[src/rtl/dct_pkg.sv]
// Shared types for the 8x8 transpose buffer between the row and column DCT passes.
package dct_pkg;
  localparam int W     = 16;
  localparam int BLK   = 8;
  localparam int IDX_W = $clog2(BLK);

  typedef logic signed [W-1:0] coef_t;
  typedef coef_t [BLK-1:0]     vec_t;
  typedef logic [IDX_W-1:0]    idx_t;

  localparam idx_t LAST_IDX = idx_t'(BLK-1);
endpackage

[src/rtl/dct_transpose_if.sv]
// Row stream in, column stream out, plus the sticky error flag.
interface dct_transpose_if;
  logic          in_valid;
  dct_pkg::vec_t in_data;
  logic          in_eob;
  logic          in_sob;
  logic          in_sof;
  logic          out_valid;
  dct_pkg::vec_t out_data;
  logic          out_eob;
  logic          out_sob;
  logic          out_sof;
  logic          out_err;

  modport master (output in_valid, in_data, in_eob, in_sob, in_sof,
                  input  out_valid, out_data, out_eob, out_sob, out_sof, out_err);
  modport slave  (input  in_valid, in_data, in_eob, in_sob, in_sof,
                  output out_valid, out_data, out_eob, out_sob, out_sof, out_err);
endinterface

[src/rtl/dct_tp_bank.sv]
// One 8x8 coefficient bank: row-wide write, combinational column read.
module dct_tp_bank import dct_pkg::*; (
  input  logic clk,
  input  logic i_we,
  input  idx_t i_row,
  input  vec_t i_wdata,
  input  idx_t i_col,
  output vec_t o_col
);
  vec_t r_mem [BLK];

  always_ff @(posedge clk) begin
    if (i_we) r_mem[i_row] <= i_wdata;
  end

  for (genvar i = 0; i < BLK; i++) begin : g_col
    assign o_col[i] = r_mem[i][i_col];
  end
endmodule

[src/rtl/dct_transpose.sv]
// Ping-pong 8x8 transpose: rows written into one bank while the other drains as columns.
module dct_transpose import dct_pkg::*; (
  input  logic           clk,
  input  logic           rst_n,
  dct_transpose_if.slave bus
);
  logic       r_wr_bank, r_rd_bank;
  idx_t       r_wr_row, r_rd_col;
  logic [1:0] r_full, r_sof_flag;
  logic       r_pend, r_pend_bank;
  logic       r_err;
  logic       r_out_valid, r_out_sob, r_out_sof, r_out_eob;
  vec_t       r_out_data;

  vec_t       w_col [2];
  logic [1:0] w_we, w_full_nxt;
  idx_t       w_row;
  logic       w_rd_go, w_rd_last, w_busy, w_free, w_ovf, w_early, w_wr, w_wr_last, w_resync;

  assign w_row     = bus.in_sob ? '0 : r_wr_row;
  assign w_rd_go   = r_full[r_rd_bank];
  assign w_rd_last = w_rd_go && (r_rd_col == LAST_IDX);
  // A completed block becomes readable one cycle after its last row (pending stage).
  assign w_busy    = r_full[r_wr_bank] | (r_pend & (r_pend_bank == r_wr_bank));
  // Bank draining its last column this cycle may take a new row 0 on the same edge.
  assign w_free    = w_rd_last && (r_rd_bank == r_wr_bank);
  assign w_ovf     = bus.in_valid && w_busy && !w_free;
  assign w_early   = bus.in_valid && !w_ovf && bus.in_eob && (w_row != LAST_IDX);
  assign w_wr      = bus.in_valid && !w_ovf && !w_early;
  assign w_wr_last = w_wr && (w_row == LAST_IDX);
  assign w_resync  = bus.in_valid && bus.in_sob && (r_wr_row != '0);
  assign w_we      = {w_wr & r_wr_bank, w_wr & ~r_wr_bank};

  for (genvar b = 0; b < 2; b++) begin : g_bank
    dct_tp_bank u_bank (
      .clk     (clk),
      .i_we    (w_we[b]),
      .i_row   (w_row),
      .i_wdata (bus.in_data),
      .i_col   (r_rd_col),
      .o_col   (w_col[b])
    );
  end

  always_comb begin
    w_full_nxt = r_full;
    if (w_rd_last) w_full_nxt[r_rd_bank] = 1'b0;
    if (r_pend)    w_full_nxt[r_pend_bank] = 1'b1;
  end

  always_ff @(posedge clk or negedge rst_n) begin
    if (!rst_n) begin
      r_wr_bank   <= 1'b0;
      r_wr_row    <= '0;
      r_sof_flag  <= '0;
      r_pend      <= 1'b0;
      r_pend_bank <= 1'b0;
      r_full      <= '0;
      r_err       <= 1'b0;
    end else begin
      r_full      <= w_full_nxt;
      r_pend      <= w_wr_last;
      r_pend_bank <= r_wr_bank;
      if (w_resync || w_ovf || w_early || (w_wr_last && !bus.in_eob)) r_err <= 1'b1;
      if (w_wr) begin
        if (w_row == '0) r_sof_flag[r_wr_bank] <= bus.in_sof;
        if (w_wr_last) begin
          r_wr_bank <= ~r_wr_bank;
          r_wr_row  <= '0;
        end else begin
          r_wr_row  <= w_row + 1'b1;
        end
      end else if (w_early) begin
        r_wr_row <= '0;
      end
    end
  end

  always_ff @(posedge clk or negedge rst_n) begin
    if (!rst_n) begin
      r_rd_bank   <= 1'b0;
      r_rd_col    <= '0;
      r_out_valid <= 1'b0;
      r_out_sob   <= 1'b0;
      r_out_sof   <= 1'b0;
      r_out_eob   <= 1'b0;
      r_out_data  <= '0;
    end else if (w_rd_go) begin
      r_out_valid <= 1'b1;
      r_out_data  <= w_col[r_rd_bank];
      r_out_sob   <= (r_rd_col == '0);
      r_out_sof   <= (r_rd_col == '0) && r_sof_flag[r_rd_bank];
      r_out_eob   <= w_rd_last;
      r_rd_col    <= r_rd_col + 1'b1;
      if (w_rd_last) r_rd_bank <= ~r_rd_bank;
    end else begin
      r_out_valid <= 1'b0;
      r_out_sob   <= 1'b0;
      r_out_sof   <= 1'b0;
      r_out_eob   <= 1'b0;
    end
  end

  assign bus.out_valid = r_out_valid;
  assign bus.out_data  = r_out_data;
  assign bus.out_sob   = r_out_sob;
  assign bus.out_sof   = r_out_sof;
  assign bus.out_eob   = r_out_eob;
  assign bus.out_err   = r_err;
endmodule

[src/flat_wrapper.sv]
// flat-port wrapper written by rule: the top's interface ports become plain ports
module dct_transpose_flat import dct_pkg::*;
  (clk, rst_n, bus_in_valid, bus_in_data, bus_in_eob, bus_in_sob, bus_in_sof, bus_out_valid, bus_out_data, bus_out_eob, bus_out_sob, bus_out_sof, bus_out_err);
  dct_transpose_if bus_i ();
  input  logic clk;
  input  logic rst_n;
  input wire logic [$bits(bus_i.in_valid)-1:0] bus_in_valid;
  input wire logic [$bits(bus_i.in_data)-1:0] bus_in_data;
  input wire logic [$bits(bus_i.in_eob)-1:0] bus_in_eob;
  input wire logic [$bits(bus_i.in_sob)-1:0] bus_in_sob;
  input wire logic [$bits(bus_i.in_sof)-1:0] bus_in_sof;
  output wire logic [$bits(bus_i.out_valid)-1:0] bus_out_valid;
  output wire logic [$bits(bus_i.out_data)-1:0] bus_out_data;
  output wire logic [$bits(bus_i.out_eob)-1:0] bus_out_eob;
  output wire logic [$bits(bus_i.out_sob)-1:0] bus_out_sob;
  output wire logic [$bits(bus_i.out_sof)-1:0] bus_out_sof;
  output wire logic [$bits(bus_i.out_err)-1:0] bus_out_err;
  assign bus_i.in_valid = bus_in_valid;
  assign bus_i.in_data = bus_in_data;
  assign bus_i.in_eob = bus_in_eob;
  assign bus_i.in_sob = bus_in_sob;
  assign bus_i.in_sof = bus_in_sof;
  assign bus_out_valid = bus_i.out_valid;
  assign bus_out_data = bus_i.out_data;
  assign bus_out_eob = bus_i.out_eob;
  assign bus_out_sob = bus_i.out_sob;
  assign bus_out_sof = bus_i.out_sof;
  assign bus_out_err = bus_i.out_err;
  dct_transpose u_core (.clk(clk), .rst_n(rst_n), .bus(bus_i));
endmodule
[config.mk]
export PLATFORM = sky130hd
export DESIGN_NAME = dct_transpose_flat
export DESIGN_NICKNAME = d
export VERILOG_FILES = /design/src/rtl/dct_pkg.sv /design/src/rtl/dct_transpose_if.sv /design/src/rtl/dct_tp_bank.sv /design/src/rtl/dct_transpose.sv /design/src/flat_wrapper.sv
export SDC_FILE = /design/constraint.sdc
export NUM_CORES = 2
export LEC_CHECK = 0
export CAP_MARGIN = 20
export CORE_MARGIN = 2
export CORE_UTILIZATION = 55
export DETAILED_ROUTE_END_ITERATION = 6
export HOLD_SLACK_MARGIN = 0.05
export PLACE_DENSITY = 0.86
export SLEW_MARGIN = 20
export SYNTH_ARGS = -nofsm -noshare
export SYNTH_HDL_FRONTEND = slang
export SYNTH_SLANG_ARGS = --single-unit
export TNS_END_PERCENT = 100
[constraint.sdc]
create_clock -name clk -period 14.75 [get_ports clk]
set_input_delay 4.425 -clock clk [delete_from_list [all_inputs] [get_ports clk]]
set_output_delay 4.425 -clock clk [all_outputs]
set_load 0.02 [all_outputs]
==> results.cfg <==
[placed_design]
place_area_um2 = 86680
place_congestion = 0.7760
io_buffers = 266
dp.final_hpwl_um = 108900

[cts]
cts_sinks = 2195
clkSlewWorstSetupHoldPaths_ns = 0.06
htree_num_levels = 4
cts_tree = built
cts_setup_buffers = 0
clk_latency_ns = 0.84
root_buffer = clkbuf_16
cts_buffers = 200
cts_resized = 0
clk_path_buf_depth = 3
hold_buffers = 0

[critical_path]
critPathLaunchType = input pin
crit_type = input pin to flip-flop
cp_cell_sequence = clkdlybuf4s50_1 > inv_1 > nand2_1 > inv_1 > ha_1 > inv_1 > a21oi_1 > nand2_1 > nor3_2 > buf_4 > buf_4
path_max_fanout = 64
crit_top_cell = inv_1
worstPathRequired_ns = 15.19
max_stage_delay_ns = 0.95
cp_top_family = buffers and inverters
critical_path_arrival_ns = 9.47
r2r_setup_slack_ns = 8.53
cp-end-kind = flip-flop
crit_buf_inv = 6
slowest_stage = nor3_2

[synth]
muxShareOfSynthArea_pct = 15.72
synth-seq-area-share_pct = 79.63
synth_nets = 3641
synthAdderAreaFrac_pct = 0.09172
synth.ff_latch_count = 2195
async_flop_share_pct = 6.697
syn_avg_cell_area_um2 = 23.38
yosys.area_share.simple_pct = 0.3134
ys_warn_count = 0
ys_types = 34
synthCells = 3501
synth_area_um2 = 81850
synth_edf_count = 2048
synth_compound_area_share_pct = 3.039
synth_top_family_by_area = multiplexers
synthXorXnorAreaFrac_pct = 0.03210
ys.flop_type = edfxtp_1

[floorplanning]
start_util_pct = 55.43
rows = 141
io_pins = 267
die_area_um2 = 151900
die_h_um = 389.8
die_width_um = 389.8
coreArea_um2 = 147700

[power]
p_sw_uw = 4163
leakagePower_uw = 0.02917
sequentialPowerShare_pct = 46.3
p_int_uw = 11490
peakVddDrop_uv = 131.7
p_sw_share_pct = 26.60
clockPowerShare_pct = 34.0
power_frac_comb_pct = 19.7
p_per_area_nw_per_um2 = 167.5

[routing]
vias_per_cell = 7.052
drc = 0
wl_per_cell_um = 37.39
ant_nets = 0
first_pass_iters = 6
via_count = 42000
wirelength_um = 222700
first_iter_violations = 6445

[sta]
tightest_slew_ns = 1.216
fmax_ghz = 0.1107
slew-limit-headroom_pct = 18.69
skew_ns = 0.03082
min_period_ns = 9.033
final_hold_viol_count = 0
tns_ns = 0
setup_viol = 0
rsz0062_at_grt = false
period_share_pct = 61.24
slew_violations = 0

[job]
cap_violations = 0

[cells_and_area]
nNetsFinal = 3988
synthToLayoutAreaGrowth_pct = 14.17
final_util_pct = 63.29
final_common_cell = edfxtp_1
n_fill_cell = 8698
final_cell_mix = edfxtp_1 (2048), mux4_2 (512), clkdlybuf4s50_1 (265), clkbuf_16 (202), dfrtp_1 (144)
finalInstanceArea_um2 = 93450
drive_gt1_share_pct = 22.50

[global_route]
grt_max_degree = 119
antenna_found_initial = 12
overflow = 0
grt_pass1_wl_um = 316900
grt_pass1_vias = 43530
track_usage_pct = 29.47

[min_path]
hold_path_class = flip-flop to flip-flop

[status]
status = finished clean
==> state kept, by name, indices dropped and copies added (netlist names) <==
signal,count
u_core.r_wr_bank,1
u_core.r_full,2
u_core.r_wr_row,3
u_core.bus.out_valid,1
u_core.bus.out_err,1
u_core.bus.out_data,128
u_core.r_sof_flag,2
u_core.g_bank.u_bank.r_mem,2048
u_core.r_rd_bank,1
u_core.r_rd_col,3
u_core.r_pend_bank,1
u_core.bus.out_sof,1
u_core.bus.out_sob,1
u_core.r_pend,1
u_core.bus.out_eob,1
==> cells in the mapped netlist, types with 6 or more instances <==
master       n  area, µm²
nand2_1     13      48.80
a22o_1     128       1121
buf_2       53      265.3
dfrtp_1    147       3679
nor3_1       7      35.03
edfxtp_1  2048      61500
clkbuf_1    74      277.8
inv_1       13      48.80
o21ai_1    128      640.6
buf_1       36      135.1
buf_6       14      157.7
a21oi_1    134      670.6
nor2_1      12      45.04
buf_4       10      75.07
mux4_2     512      11530
mux2i_1    129       1291
ha_1         6      75.07
==> final cells by class <==
| type | instances | area (µm²) | share of cell area [%] |
|---|---|---|---|
| clock inverter | 90 | 1085 | 1.161 |
| timing repair buffer | 332 | 3239 | 3.466 |
| antenna | 3 | 7.507 | 0.008033 |
| multi-input combinational | 1106 | 15860 | 16.97 |
| sequential | 2195 | 65190 | 69.76 |
| inverter | 13 | 48.80 | 0.05222 |
| tap | 1930 | 2415 | 2.584 |
| clock buffer | 286 | 5610 | 6.004 |
==> metrics by stage <==
step	instances	hold slack (ns)	setup slack, ns	power [µW]
final	5955	0.5060	5.717	15650
after global routing	5953	0.5372	5.579	16050
after CTS	5950	0.5054	5.822	15690
after detailed placement	5574	0.4710	5.131	10340
after global placement	5574	0.4603	5.345	10250
after floorplan	3501	0.4640	-3.686	9379
==> kinds of logic (layout without fill, tap and decap cells) <==
kind of cell	after synthesis	after routing
muxes	645	645
adders and majority gates	6	6
DFF	2195	2195
buffers and inverters	200	721
xor gates and xnor gates	3	3
other	0	3
AOI/OAI and AO/OA	399	399
and+or+nand+nor	53	53
==> worst min-delay path: stages, from the launching register on <==
cell	delay [ns]
dfrtp_1	0.35
a21oi_1	0.06
o21ai_1	0.06
==> power by group through the flow <==
stage	clock network (µW)	logic, µW	registers (µW)
floorplan	0	2040	7340
global placement	0	2890	7360
detailed placement	0	2980	7360
CTS	5350	3110	7240
global route	5550	3240	7250
finish	5320	3090	7240
==> metal layers <==
| metal | global-route usage (%) | share of wire, % | wire length (µm) |
|---|---|---|---|
| met1 | 38.17 | 33 | 73400 |
| met2 | 47.98 | 50 | 111800 |
| met3 | 6.939 | 12 | 26560 |
| met4 | 13.52 | 4.9 | 10900 |
| met5 | 0 | 0.011 | 24 |
==> worst paths after layout <==
kind,from,end,depth (start not counted)
setup / recovery,bus_in_sob,u_core.g_bank[0].u_bank.r_mem[3][22],11
hold / removal,u_core.bus.out_data[13],u_core.bus.out_data[13],2
setup reg to reg,u_core.r_rd_col[0],u_core.g_bank[0].u_bank.r_mem[3][22],8
hold reg to reg,u_core.bus.out_data[13],u_core.bus.out_data[13],2
max in group asynchronous,rst_n,u_core.r_rd_col[1],2
min in group asynchronous,rst_n,u_core.bus.out_data[13],1
No activity file was read; power rests on OpenSTA's default activity.
